[config.mk]
export PLATFORM = sky130hd
export DESIGN_NAME = multicycle_alu
export DESIGN_NICKNAME = d
export VERILOG_FILES = /design/src/rtl/alu_pkg.sv /design/src/rtl/shift_muldiv_unit.sv /design/src/rtl/multicycle_alu.sv
export SDC_FILE = /design/constraint.sdc
export NUM_CORES = 1
export LEC_CHECK = 0
export BUFFER_PORTS_ARGS = -buffer_cell sky130_fd_sc_hd__buf_2
export CORE_UTILIZATION = 60
export CTS_CLUSTER_DIAMETER = 120
export DETAILED_ROUTE_END_ITERATION = 16
export PLACE_DENSITY_LB_ADDON = 0.05
export SLEW_MARGIN = 0
export SYNTH_ARGS = -nofsm -noshare
export SYNTH_HDL_FRONTEND = slang
export SYNTH_SLANG_ARGS = --single-unit
[constraint.sdc]
create_clock -name CLK_In -period 7.65 [get_ports CLK_In]
set_input_delay 0.3825 -clock CLK_In [delete_from_list [all_inputs] [get_ports CLK_In]]
set_output_delay 0.3825 -clock CLK_In [all_outputs]
set_load 0.005 [all_outputs]
[src/rtl/alu_pkg.sv]
// Shared definitions for the execution stage and the register-file write-back decode.
package alu_pkg;

   // Opcodes carried in instruction bits [7:5]
   localparam logic [2:0] OP_ADD  = 3'b000;
   localparam logic [2:0] OP_SUB  = 3'b001;
   localparam logic [2:0] OP_MUL  = 3'b010;
   localparam logic [2:0] OP_DIV  = 3'b011;
   localparam logic [2:0] OP_AND  = 3'b100;
   localparam logic [2:0] OP_OR   = 3'b101;
   localparam logic [2:0] OP_ADDI = 3'b110;
   localparam logic [2:0] OP_SUBI = 3'b111;

   // MUL/DIV iteration count; equals the operand width
   localparam int unsigned ALU_ITER = 8;

   typedef enum logic [1:0] {
      S_IDLE = 2'd0,
      S_EXEC = 2'd1,
      S_DONE = 2'd2
   } state_e;

   // MUL and DIV take the iterative path; everything else completes in one clock
   function automatic logic is_muldiv(input logic [2:0] op);
      return (op == OP_MUL) || (op == OP_DIV);
   endfunction

endpackage

[src/rtl/shift_muldiv_unit.sv]
// Iterative shift-add multiplier and restoring divider sharing one step counter.
module shift_muldiv_unit
   import alu_pkg::*;
#(
   parameter int unsigned WIDTH = 8,
   parameter int unsigned ITER  = 8
) (
   input  logic               clk_i,
   input  logic               rst_i,
   input  logic               load_i,
   input  logic               step_i,
   input  logic [2:0]         op_i,
   input  logic [WIDTH-1:0]   a_i,
   input  logic [WIDTH-1:0]   b_i,
   output logic               last_o,
   output logic               is_div_o,
   output logic               div_zero_o,
   output logic [2*WIDTH-1:0] result_o
);

   localparam int unsigned CntW = $clog2(ITER + 1);

   logic [2*WIDTH-1:0] acc_q, acc_d;
   logic [2*WIDTH-1:0] mcand_q, mcand_d;
   logic [WIDTH-1:0]   mplier_q, mplier_d;
   logic [WIDTH-1:0]   rem_q, rem_d;
   logic [WIDTH-1:0]   quo_q, quo_d;
   logic [WIDTH-1:0]   divisor_q;
   logic               is_div_q;
   logic               div_zero_q;
   logic [CntW-1:0]    count_q;
   logic [WIDTH:0]     trial;
   logic [WIDTH:0]     diff;
   logic               ge;

   // Next value of both datapaths for the current step
   always_comb begin
      acc_d    = acc_q + (mplier_q[0] ? mcand_q : '0);
      mcand_d  = mcand_q << 1;
      mplier_d = mplier_q >> 1;
      // Partial remainder stays below the divisor, so a set borrow bit means trial < divisor
      trial    = {rem_q, quo_q[WIDTH-1]};
      diff     = trial - {1'b0, divisor_q};
      ge       = ~diff[WIDTH];
      rem_d    = ge ? diff[WIDTH-1:0] : trial[WIDTH-1:0];
      quo_d    = {quo_q[WIDTH-2:0], ge};
   end

   // Result as it will stand after this step; sampled by the top on the last step
   always_comb begin
      if (!is_div_q) begin
         result_o = acc_d;
      end else if (div_zero_q) begin
         result_o = {quo_q, {WIDTH{1'b1}}};
      end else begin
         result_o = {rem_d, quo_d};
      end
   end

   assign last_o     = (count_q == CntW'(ITER - 1));
   assign is_div_o   = is_div_q;
   assign div_zero_o = div_zero_q;

   // Operand load and per-step register update
   always_ff @(posedge clk_i or posedge rst_i) begin
      if (rst_i) begin
         acc_q      <= '0;
         mcand_q    <= '0;
         mplier_q   <= '0;
         rem_q      <= '0;
         quo_q      <= '0;
         divisor_q  <= '0;
         is_div_q   <= 1'b0;
         div_zero_q <= 1'b0;
         count_q    <= '0;
      end else if (load_i) begin
         acc_q      <= '0;
         mcand_q    <= {{WIDTH{1'b0}}, a_i};
         mplier_q   <= b_i;
         rem_q      <= '0;
         quo_q      <= a_i;
         divisor_q  <= b_i;
         is_div_q   <= (op_i == OP_DIV);
         div_zero_q <= (op_i == OP_DIV) && (b_i == '0);
         count_q    <= '0;
      end else if (step_i) begin
         count_q <= count_q + 1'b1;
         if (is_div_q) begin
            // Divide-by-zero keeps the dividend parked in quo_q for the result
            if (!div_zero_q) begin
               rem_q <= rem_d;
               quo_q <= quo_d;
            end
         end else begin
            acc_q    <= acc_d;
            mcand_q  <= mcand_d;
            mplier_q <= mplier_d;
         end
      end
   end

endmodule

[src/rtl/multicycle_alu.sv]
// Execution stage: single-cycle logic/arithmetic plus an 8-clock MUL/DIV with Start/Busy/Done.
module multicycle_alu
   import alu_pkg::*;
#(
   parameter int unsigned WIDTH = 8,
   parameter int unsigned ITER  = alu_pkg::ALU_ITER
) (
   input  logic               CLK_In,
   input  logic               RST_In,
   input  logic               Start,
   input  logic [WIDTH-1:0]   OperandA,
   input  logic [WIDTH-1:0]   OperandB,
   input  logic [2:0]         Instruction_alu,
   output logic [2*WIDTH-1:0] Result,
   output logic               Busy,
   output logic               Done,
   output logic               Zero,
   output logic               Carry,
   output logic               DivZero
);

   state_e             state_q, state_d;
   logic [2*WIDTH-1:0] result_q;
   logic               zero_q, carry_q, divzero_q;
   logic               accept, is_md;
   logic               md_last, md_is_div, md_divz;
   logic [2*WIDTH-1:0] md_result;
   logic [WIDTH:0]     sum;
   logic [WIDTH-1:0]   diff;
   logic [2*WIDTH-1:0] sc_result;
   logic               sc_carry;

   // Start is ignored while iterating
   assign accept = Start && (state_q != S_EXEC);
   assign is_md  = is_muldiv(Instruction_alu);

   shift_muldiv_unit #(
      .WIDTH (WIDTH),
      .ITER  (ITER)
   ) u_muldiv (
      .clk_i      (CLK_In),
      .rst_i      (RST_In),
      .load_i     (accept && is_md),
      .step_i     (state_q == S_EXEC),
      .op_i       (Instruction_alu),
      .a_i        (OperandA),
      .b_i        (OperandB),
      .last_o     (md_last),
      .is_div_o   (md_is_div),
      .div_zero_o (md_divz),
      .result_o   (md_result)
   );

   // State register
   always_ff @(posedge CLK_In or posedge RST_In) begin
      if (RST_In) begin
         state_q <= S_IDLE;
      end else begin
         state_q <= state_d;
      end
   end

   // Next-state: IDLE and DONE both accept a new request
   always_comb begin
      state_d = state_q;
      unique case (state_q)
         S_IDLE, S_DONE: begin
            if (accept) begin
               state_d = is_md ? S_EXEC : S_DONE;
            end else begin
               state_d = S_IDLE;
            end
         end
         S_EXEC: begin
            if (md_last) state_d = S_DONE;
         end
         default: state_d = S_IDLE;
      endcase
   end

   // Handshake outputs decoded from state
   always_comb begin
      Busy = (state_q == S_EXEC);
      Done = (state_q == S_DONE);
   end

   // Single-cycle op results
   always_comb begin
      sum       = {1'b0, OperandA} + {1'b0, OperandB};
      diff      = OperandA - OperandB;
      sc_result = '0;
      sc_carry  = 1'b0;
      unique case (Instruction_alu)
         OP_ADD, OP_ADDI: begin
            sc_result = {{(WIDTH-1){1'b0}}, sum};
            sc_carry  = sum[WIDTH];
         end
         OP_SUB, OP_SUBI: begin
            sc_result = {{WIDTH{1'b0}}, diff};
            sc_carry  = (OperandA < OperandB);
         end
         OP_AND: sc_result = {{WIDTH{1'b0}}, OperandA & OperandB};
         OP_OR:  sc_result = {{WIDTH{1'b0}}, OperandA | OperandB};
         OP_MUL, OP_DIV: ;
      endcase
   end

   // Result and flag registers hold between completions
   always_ff @(posedge CLK_In or posedge RST_In) begin
      if (RST_In) begin
         result_q  <= '0;
         zero_q    <= 1'b0;
         carry_q   <= 1'b0;
         divzero_q <= 1'b0;
      end else if (accept && !is_md) begin
         result_q <= sc_result;
         carry_q  <= sc_carry;
         zero_q   <= (sc_result[WIDTH-1:0] == '0);
      end else if ((state_q == S_EXEC) && md_last) begin
         result_q <= md_result;
         carry_q  <= 1'b0;
         zero_q   <= md_is_div ? (md_result[WIDTH-1:0] == '0) : (md_result == '0);
         if (md_is_div) divzero_q <= md_divz;
      end
   end

   assign Result  = result_q;
   assign Zero    = zero_q;
   assign Carry   = carry_q;
   assign DivZero = divzero_q;

endmodule

=== After elaboration in Yosys (flattened, before gate mapping) ===
Cells that the tools add are included.

* Eq/ne operators: 14
* Order comparisons: 1
* Muxes and demuxes: 36
* $add $sub $neg: 5
* Reduce and logical (&&, ||, !) cells: 22
* Bitwise logic cells: 4

{| class="wikitable"
|+ Operators by type and width
! kind !! count
|-
| 16-bit two-way mux || 11
|-
| 8-bit two-way mux || 12
|-
| 9-bit one-hot mux with 4 select lines || 1
|-
| 8-bit logical NOT || 3
|-
| 16-bit adder || 1
|-
| 16-bit logical NOT || 1
|-
| 3-bit equality test, second input constant || 4
|-
| 8-bit by 8-bit adder with 9-bit output || 1
|-
| 9-bit by 8-bit subtractor with 9-bit output || 1
|-
| 8-bit bitwise AND || 1
|-
| 8-bit < comparator || 1
|-
| 4-bit two-way mux || 2
|-
| 2-bit by 1-bit != test with 1-bit output, second input constant || 4
|-
| 8-bit OR || 1
|-
| 8-bit subtractor || 1
|-
| 3-bit by 2-bit equality test with 1-bit output, second input constant || 2
|-
| 2-bit two-way mux || 3
|-
| 3-bit AND reduction || 2
|-
| 2-bit nonzero test || 3
|-
| 2-bit OR reduction || 3
|-
| 1-bit logical AND || 5
|-
| 1-bit two-way mux || 5
|-
| 4-bit by 1-bit adder with 4-bit output, second input constant || 1
|-
| 4-bit by 3-bit equality test with 1-bit output, second input constant || 1
|-
| 11 further kinds || 12
|}

* Input bits: 22
* Register bits: 91
* Logic and storage cells: 96
* Output and inout bits: 21

=== Longest topological paths before layout ===
* Word-level depth: 8
* Mapped depth: 14
* Mapped depth without buffers: 13

=== Cells and area by module ===
From an unflattened synthesis, not the netlist that was laid out.

* Cell total of the unflattened synthesis: 749
* Area, all modules: 6,427.4 um^2

{| class="wikitable"
|+ Modules (own cells, without submodules)
! module !! area each (um^2) !! seq. area each (um^2) !! cells each !! times used
|-
| shift_muldiv_unit || 4,428.0 || 1,751.7 || 487 || 1
|-
| multicycle_alu || 1,999.4 || 525.5 || 262 || 1
|}

=== Worst setup path after synthesis ===
Ideal clock, no wire load.

* Path type: register to register
* Start point: register u_muldiv.quo_q[7]
* End point: register zero_q, in the netlist Zero
* Cell stages (with the launch flop): 15
* Slack: 4,685 ps
* Arrival time: 2,835 ps
* Required time: 7,520 ps
* Setup time: 130 ps
* Clock period less this slack: 2,965 ps
* Buffers on the path: 1
* Cells stage by stage: dfrtp_1 > inv_1 > ha_1 > inv_1 > fa_1 > a21oi_1 > nor2_1 > o31a_1 > buf_6 > nor4b_1 > or4_1 > o21a_1 > nor4bb_1 > a311oi_1 > nor3_1

* Word-level cells in the longest chain between the ends: 8
* Elaborated cells on any way between the ends: 10
* Classes of those cells: add/sub: 1; mux: 6; bitwise: 1; reduce/logical: 2

{| class="wikitable"
|+ Ends and longest elaborated chain
! what !! line !! text
|-
| start, declared || shift_muldiv_unit.sv:27 || <nowiki>logic [WIDTH-1:0] quo_q, quo_d;</nowiki>
|-
| start signal, assigned || shift_muldiv_unit.sv:81 || <nowiki>quo_q <= a_i;</nowiki>
|-
| start signal, assigned || shift_muldiv_unit.sv:92 || <nowiki>quo_q <= quo_d;</nowiki>
|-
| 9-bit by 8-bit subtractor with 9-bit output || shift_muldiv_unit.sv:43 || <nowiki>diff = trial - {1'b0, divisor_q};</nowiki>
|-
| 8-bit two-way mux / 1-bit inverter (equally long branches) || shift_muldiv_unit.sv:45, shift_muldiv_unit.sv:44 ||
|-
| 16-bit two-way mux * || shift_muldiv_unit.sv:53 || <nowiki>end else if (div_zero_q) begin</nowiki>
|-
| 16-bit two-way mux * || shift_muldiv_unit.sv:51 || <nowiki>if (!is_div_q) begin</nowiki>
|-
| 16-bit logical NOT / 8-bit logical NOT (equally long branches) || multicycle_alu.sv:122 || <nowiki>zero_q <= md_is_div ? (md_result[WIDTH-1:0] == '0) : (md_result == '0);</nowiki>
|-
| 1-bit two-way mux * || multicycle_alu.sv:122 ||
|-
| 1-bit two-way mux * || multicycle_alu.sv:119 || <nowiki>end else if ((state_q == S_EXEC) && md_last) begin</nowiki>
|-
| 1-bit two-way mux * || multicycle_alu.sv:115 || <nowiki>end else if (accept && !is_md) begin</nowiki>
|-
| end signal, assigned || multicycle_alu.sv:118 || <nowiki>zero_q <= (sc_result[WIDTH-1:0] == '0);</nowiki>
|-
| end signal, assigned || multicycle_alu.sv:122 ||
|-
| end, declared || multicycle_alu.sv:24 || <nowiki>logic zero_q, carry_q, divzero_q;</nowiki>
|}

Mark *: on every way between the ends. The rest lies on a longest branch, timed or not. The select of a mux whose other input is x is not followed.
A chain may end at the register's enable or synchronous reset.

=== Final worst setup path ===
* Start point: register u_muldiv.mplier_q[0]
* End point: register zero_q, in the netlist Zero

* Word-level cells in the longest chain between the ends: 7
* Elaborated cells on any way between the ends: 8
* Classes of those cells: add/sub: 1; mux: 5; reduce/logical: 2

{| class="wikitable"
|+ Ends and longest elaborated chain
! what !! line !! text
|-
| start, declared || shift_muldiv_unit.sv:25 || <nowiki>logic [WIDTH-1:0] mplier_q, mplier_d;</nowiki>
|-
| start signal, assigned || shift_muldiv_unit.sv:79 || <nowiki>mplier_q <= b_i;</nowiki>
|-
| start signal, assigned || shift_muldiv_unit.sv:97 || <nowiki>mplier_q <= mplier_d;</nowiki>
|-
| 16-bit two-way mux * || shift_muldiv_unit.sv:38 || <nowiki>acc_d = acc_q + (mplier_q[0] ? mcand_q : '0);</nowiki>
|-
| 16-bit adder * || shift_muldiv_unit.sv:38 ||
|-
| 16-bit two-way mux * || shift_muldiv_unit.sv:51 ||
|-
| 16-bit logical NOT / 8-bit logical NOT (equally long branches) || multicycle_alu.sv:122 ||
|-
| 1-bit two-way mux * || multicycle_alu.sv:122 ||
|-
| 1-bit two-way mux * || multicycle_alu.sv:119 ||
|-
| 1-bit two-way mux * || multicycle_alu.sv:115 ||
|}

Marked as above.

==> impl_metrics.env <==
export IMPL_worstPathArrival_ns=3.85
export IMPL_die_area_mm2=0.0107
export IMPL_synthMuxAreaShare=0.0178
export IMPL_grt_pass1_wl_mm=26.6
export IMPL_p_seq_frac=0.359
export IMPL_antennaDiodeCount=0
export IMPL_worstPathMaxFanout=17
export IMPL_drt_iter0_drc=485
export IMPL_floorplan_initialDensity=0.626
export IMPL_hold_path_class="in -> reg"
export IMPL_vias_per_cell=6.13
export IMPL_synth_adder_area_share=0.110
export IMPL_cap_viol_max_count=0
export IMPL_reg2reg_depth=12
export IMPL_synth_edf_count=0
export IMPL_setup_viol=0
export IMPL_final_cell_mix="nand2_1, dfrtp_1, nor2_1"
export IMPL_multiInputGateArea_mm2=0.00365
export IMPL_maxSlewViolCount=0
export IMPL_rows=36
export IMPL_wl_met2_mm=7.82
export IMPL_cp_slowest_cell="dfrtp_1"
export IMPL_place_hpwl_mm=12.2
export IMPL_fp_coreArea_mm2=0.00991
export IMPL_vdd_drop_max_mv=0.236
export IMPL_hold_viol_final=0
export IMPL_period_share=0.467
export IMPL_worstSetupPathType="reg -> reg"
export IMPL_cts_clk_slew_worst_paths_ns=0.09
export IMPL_end_kind="flip-flop"
export IMPL_clk_latency_ns=0.37
export IMPL_setup_tns_ns=0
export IMPL_gp_congestion=0.919
export IMPL_final_nets=827
export IMPL_crit_chain="and2_1, ha_1, fa_1, a21oi_1, o21ai_1, a21o_1, a2111oi_0, nor3_1, xnor2_1, nor4bb_1, a311oi_1, nor3_1"
export IMPL_htreeDepth=3
export IMPL_grt_antenna_before_repair=0
export IMPL_synthSimpleGateAreaFrac=0.201
export IMPL_cts_num_sinks=91
export IMPL_clock_skew_final_ns=0.0176
export IMPL_cts_buffer_depth=2
export IMPL_yosys_warnings=0
export IMPL_met1_length_mm=7.03
export IMPL_critPathLaunchType="flip-flop"
export IMPL_cts_made_buffers=9
export IMPL_p_sw_frac=0.438
export IMPL_top_layer="met4"
export IMPL_synthesis_area_mm2=0.00620
export IMPL_worst_pin_slew_ns=1.22
export IMPL_grt_max_degree=92
export IMPL_synth_seq_cells=91
export IMPL_dr_wl_met3_um=906
export IMPL_grt_ovfl_total=0
export IMPL_detail_route_antenna_nets=0
export IMPL_wl_per_cell_um=18.1
export IMPL_maxSlewHeadroom=0.186
export IMPL_syn_to_final_growth_pct=7.93
export IMPL_syn_inst=726
export IMPL_synth_top_family_by_area="compound AO/OA/AOI/OAI gates"
export IMPL_io_pins=43
export IMPL_rsz0062_at_grt="false"
export IMPL_synth_compound_area_share=0.215
export IMPL_synth_nets=800
export IMPL_die_h_um=104
export IMPL_grtUsageTotal=0.312
export IMPL_cts_setup_buffers=0
export IMPL_cp_required_ns=7.93
export IMPL_dieWidth_um=104
export IMPL_ys_types=69
export IMPL_syn_area_per_cell_um2=8.54
export IMPL_cts_tree="yes"
export IMPL_post_route_util=0.676
export IMPL_yosysSeqAreaShare=0.367
export IMPL_num_fill_cells=821
export IMPL_comb_power_share=0.490
export IMPL_final_common_cell="nand2_1"
export IMPL_fmaxAchievable_mhz=280
export IMPL_register_area_mm2=0.00228
export IMPL_p_leak_nw=3.19
export IMPL_crit_path_frequent_cell="nor3_1"
export IMPL_grt_pass1_vias=5245
export IMPL_yosys_most_used_dff="dfrtp_1"
export IMPL_slowest_delay_ns=0.54
export IMPL_route_vias_total=5462
export IMPL_holdPathStages=2
export IMPL_p_int_w=0.00127
export IMPL_cts_root_buf="clkbuf_8"
export IMPL_clkPwrFrac=0.151
export IMPL_status="completed"
export IMPL_finalWirelength_mm=16.1
export IMPL_switching_power_w=0.000992
export IMPL_io_buffers=42
export IMPL_dr_pass1_iters=5
export IMPL_synth_xor_xnor_area_share=0.0460
export IMPL_p_per_area_mw_per_mm2=339
export IMPL_hold_buffers=0
export IMPL_cts_resized=0
export IMPL_async_flop_share=1.00
export IMPL_drive_gt1_frac=0.0910
export IMPL_drc=0
export IMPL_fin_crit_ns=3.57
cell type report:
type                       count  share of cell area
multi-input combinational    564               0.546
sequential                    91               0.340
timing repair buffer          45              0.0348
tap                          133              0.0249
clock buffer                  13              0.0237
inverter                      42              0.0237
clock inverter                 3             0.00692
final timing paths:
kind	from	endpoint	slack, ns
max	u_muldiv.mplier_q[0]	Zero	4.08
min	OperandB[4]	u_muldiv.div_zero_o	0.25
max reg2reg	u_muldiv.mplier_q[0]	Zero	4.08
min reg2reg	u_muldiv.mplier_q[1]	u_muldiv.mplier_q[1]	0.49
max in group asynchronous	RST_In	u_muldiv.divisor_q[7]	6.54
min in group asynchronous	RST_In	u_muldiv.count_q[3]	0.37
worst max-delay path: cells and delay by family (launching register included):
kind / cells / cell delay (ns)
AO/OA/AOI/OAI: 5 / 1.12
XOR/XNOR: 1 / 0.27
adder cells (fa/ha/maj): 2 / 0.66
flip-flops: 1 / 0.54
AND/OR/NAND/NOR: 4 / 0.89
power by group through the flow:
stage | clock network (W) | logic, W | registers [W]
floorplan | 0 | 0.000853 | 0.000756
global placement | 0 | 0.00106 | 0.000810
detailed placement | 0 | 0.00109 | 0.000818
CTS | 0.000345 | 0.00110 | 0.000809
global route | 0.000368 | 0.00123 | 0.000834
finish | 0.000342 | 0.00111 | 0.000813
routing by layer:
| metal | up-vias | GRT usage |
|---|---|---|
| met5 | - | 0 |
| met4 | 0 | 0.0980 |
| met3 | 24 | 0.0409 |
| met2 | 152 | 0.515 |
| met1 | 2650 | 0.429 |
| li1 | 2636 | - |
state kept, by name, indices dropped and copies added, names as in the netlist, 2 cells and up:
signal,cells
Result,16
state_q,2
u_muldiv.acc_q,16
u_muldiv.count_q,4
u_muldiv.divisor_q,8
u_muldiv.mcand_q,16
u_muldiv.mplier_q,8
u_muldiv.quo_q,8
u_muldiv.rem_q,8
metrics by stage:
step	worst slack (ns)	std cells	hold WS (ns)	power [W]	instance area (um^2)
after global placement	4.28	875	0.462	0.00187	6490
final	4.08	891	0.253	0.00227	6690
after floorplan	4.69	726	0.446	0.00161	6200
after CTS	4.08	891	0.244	0.00225	6690
after global routing	3.80	891	0.269	0.00244	6690
after detailed placement	4.09	875	0.476	0.00191	6490
cell usage after synthesis, types with 2 or more instances:
| library cell | count | area, um^2 |
|---|---|---|
| nand2_1 | 107 | 402 |
| o221ai_1 | 4 | 35.0 |
| nor2_1 | 60 | 225 |
| and2_1 | 16 | 100 |
| inv_1 | 40 | 150 |
| o31a_1 | 2 | 17.5 |
| fa_1 | 4 | 80.1 |
| nand2b_1 | 6 | 37.5 |
| mux2i_1 | 11 | 110 |
| a311oi_1 | 2 | 17.5 |
| xor2_1 | 12 | 105 |
| o22ai_1 | 7 | 43.8 |
| a221o_1 | 16 | 160 |
| or4_1 | 2 | 15.0 |
| nor3_1 | 13 | 65.1 |
| nand4_1 | 4 | 25.0 |
| a211o_1 | 2 | 17.5 |
| o21ai_1 | 17 | 85.1 |
| nor2b_1 | 11 | 68.8 |
| o41ai_1 | 3 | 26.3 |
| xnor2_1 | 15 | 131 |
| nand4b_1 | 2 | 17.5 |
| o211ai_1 | 6 | 45.0 |
| and3_1 | 6 | 37.5 |
| o21a_1 | 2 | 15.0 |
| ha_1 | 48 | 601 |
| a211oi_1 | 6 | 45.0 |
| o32ai_1 | 2 | 17.5 |
| inv_2 | 2 | 7.51 |
| o31ai_1 | 3 | 22.5 |
| clkbuf_1 | 27 | 101 |
| or3_1 | 6 | 37.5 |
| a22oi_1 | 4 | 30.0 |
| o2111ai_1 | 2 | 17.5 |
| a21oi_1 | 51 | 255 |
| dfrtp_1 | 91 | 2280 |
| nand3_1 | 22 | 110 |
| a21o_1 | 11 | 82.6 |
| o21ai_0 | 42 | 210 |
| xor2_2 | 2 | 32.5 |
| o21bai_1 | 7 | 52.6 |
| a22o_1 | 3 | 26.3 |
kinds of logic after synthesis:
kind of cell,count (synthesis)
xor+xnor,30
compound gates,204
fa+ha+maj,52
simple gates,267
flops,91
buf+inv,71
mux,11
Note: power is estimated with default switching activity, not from simulation.
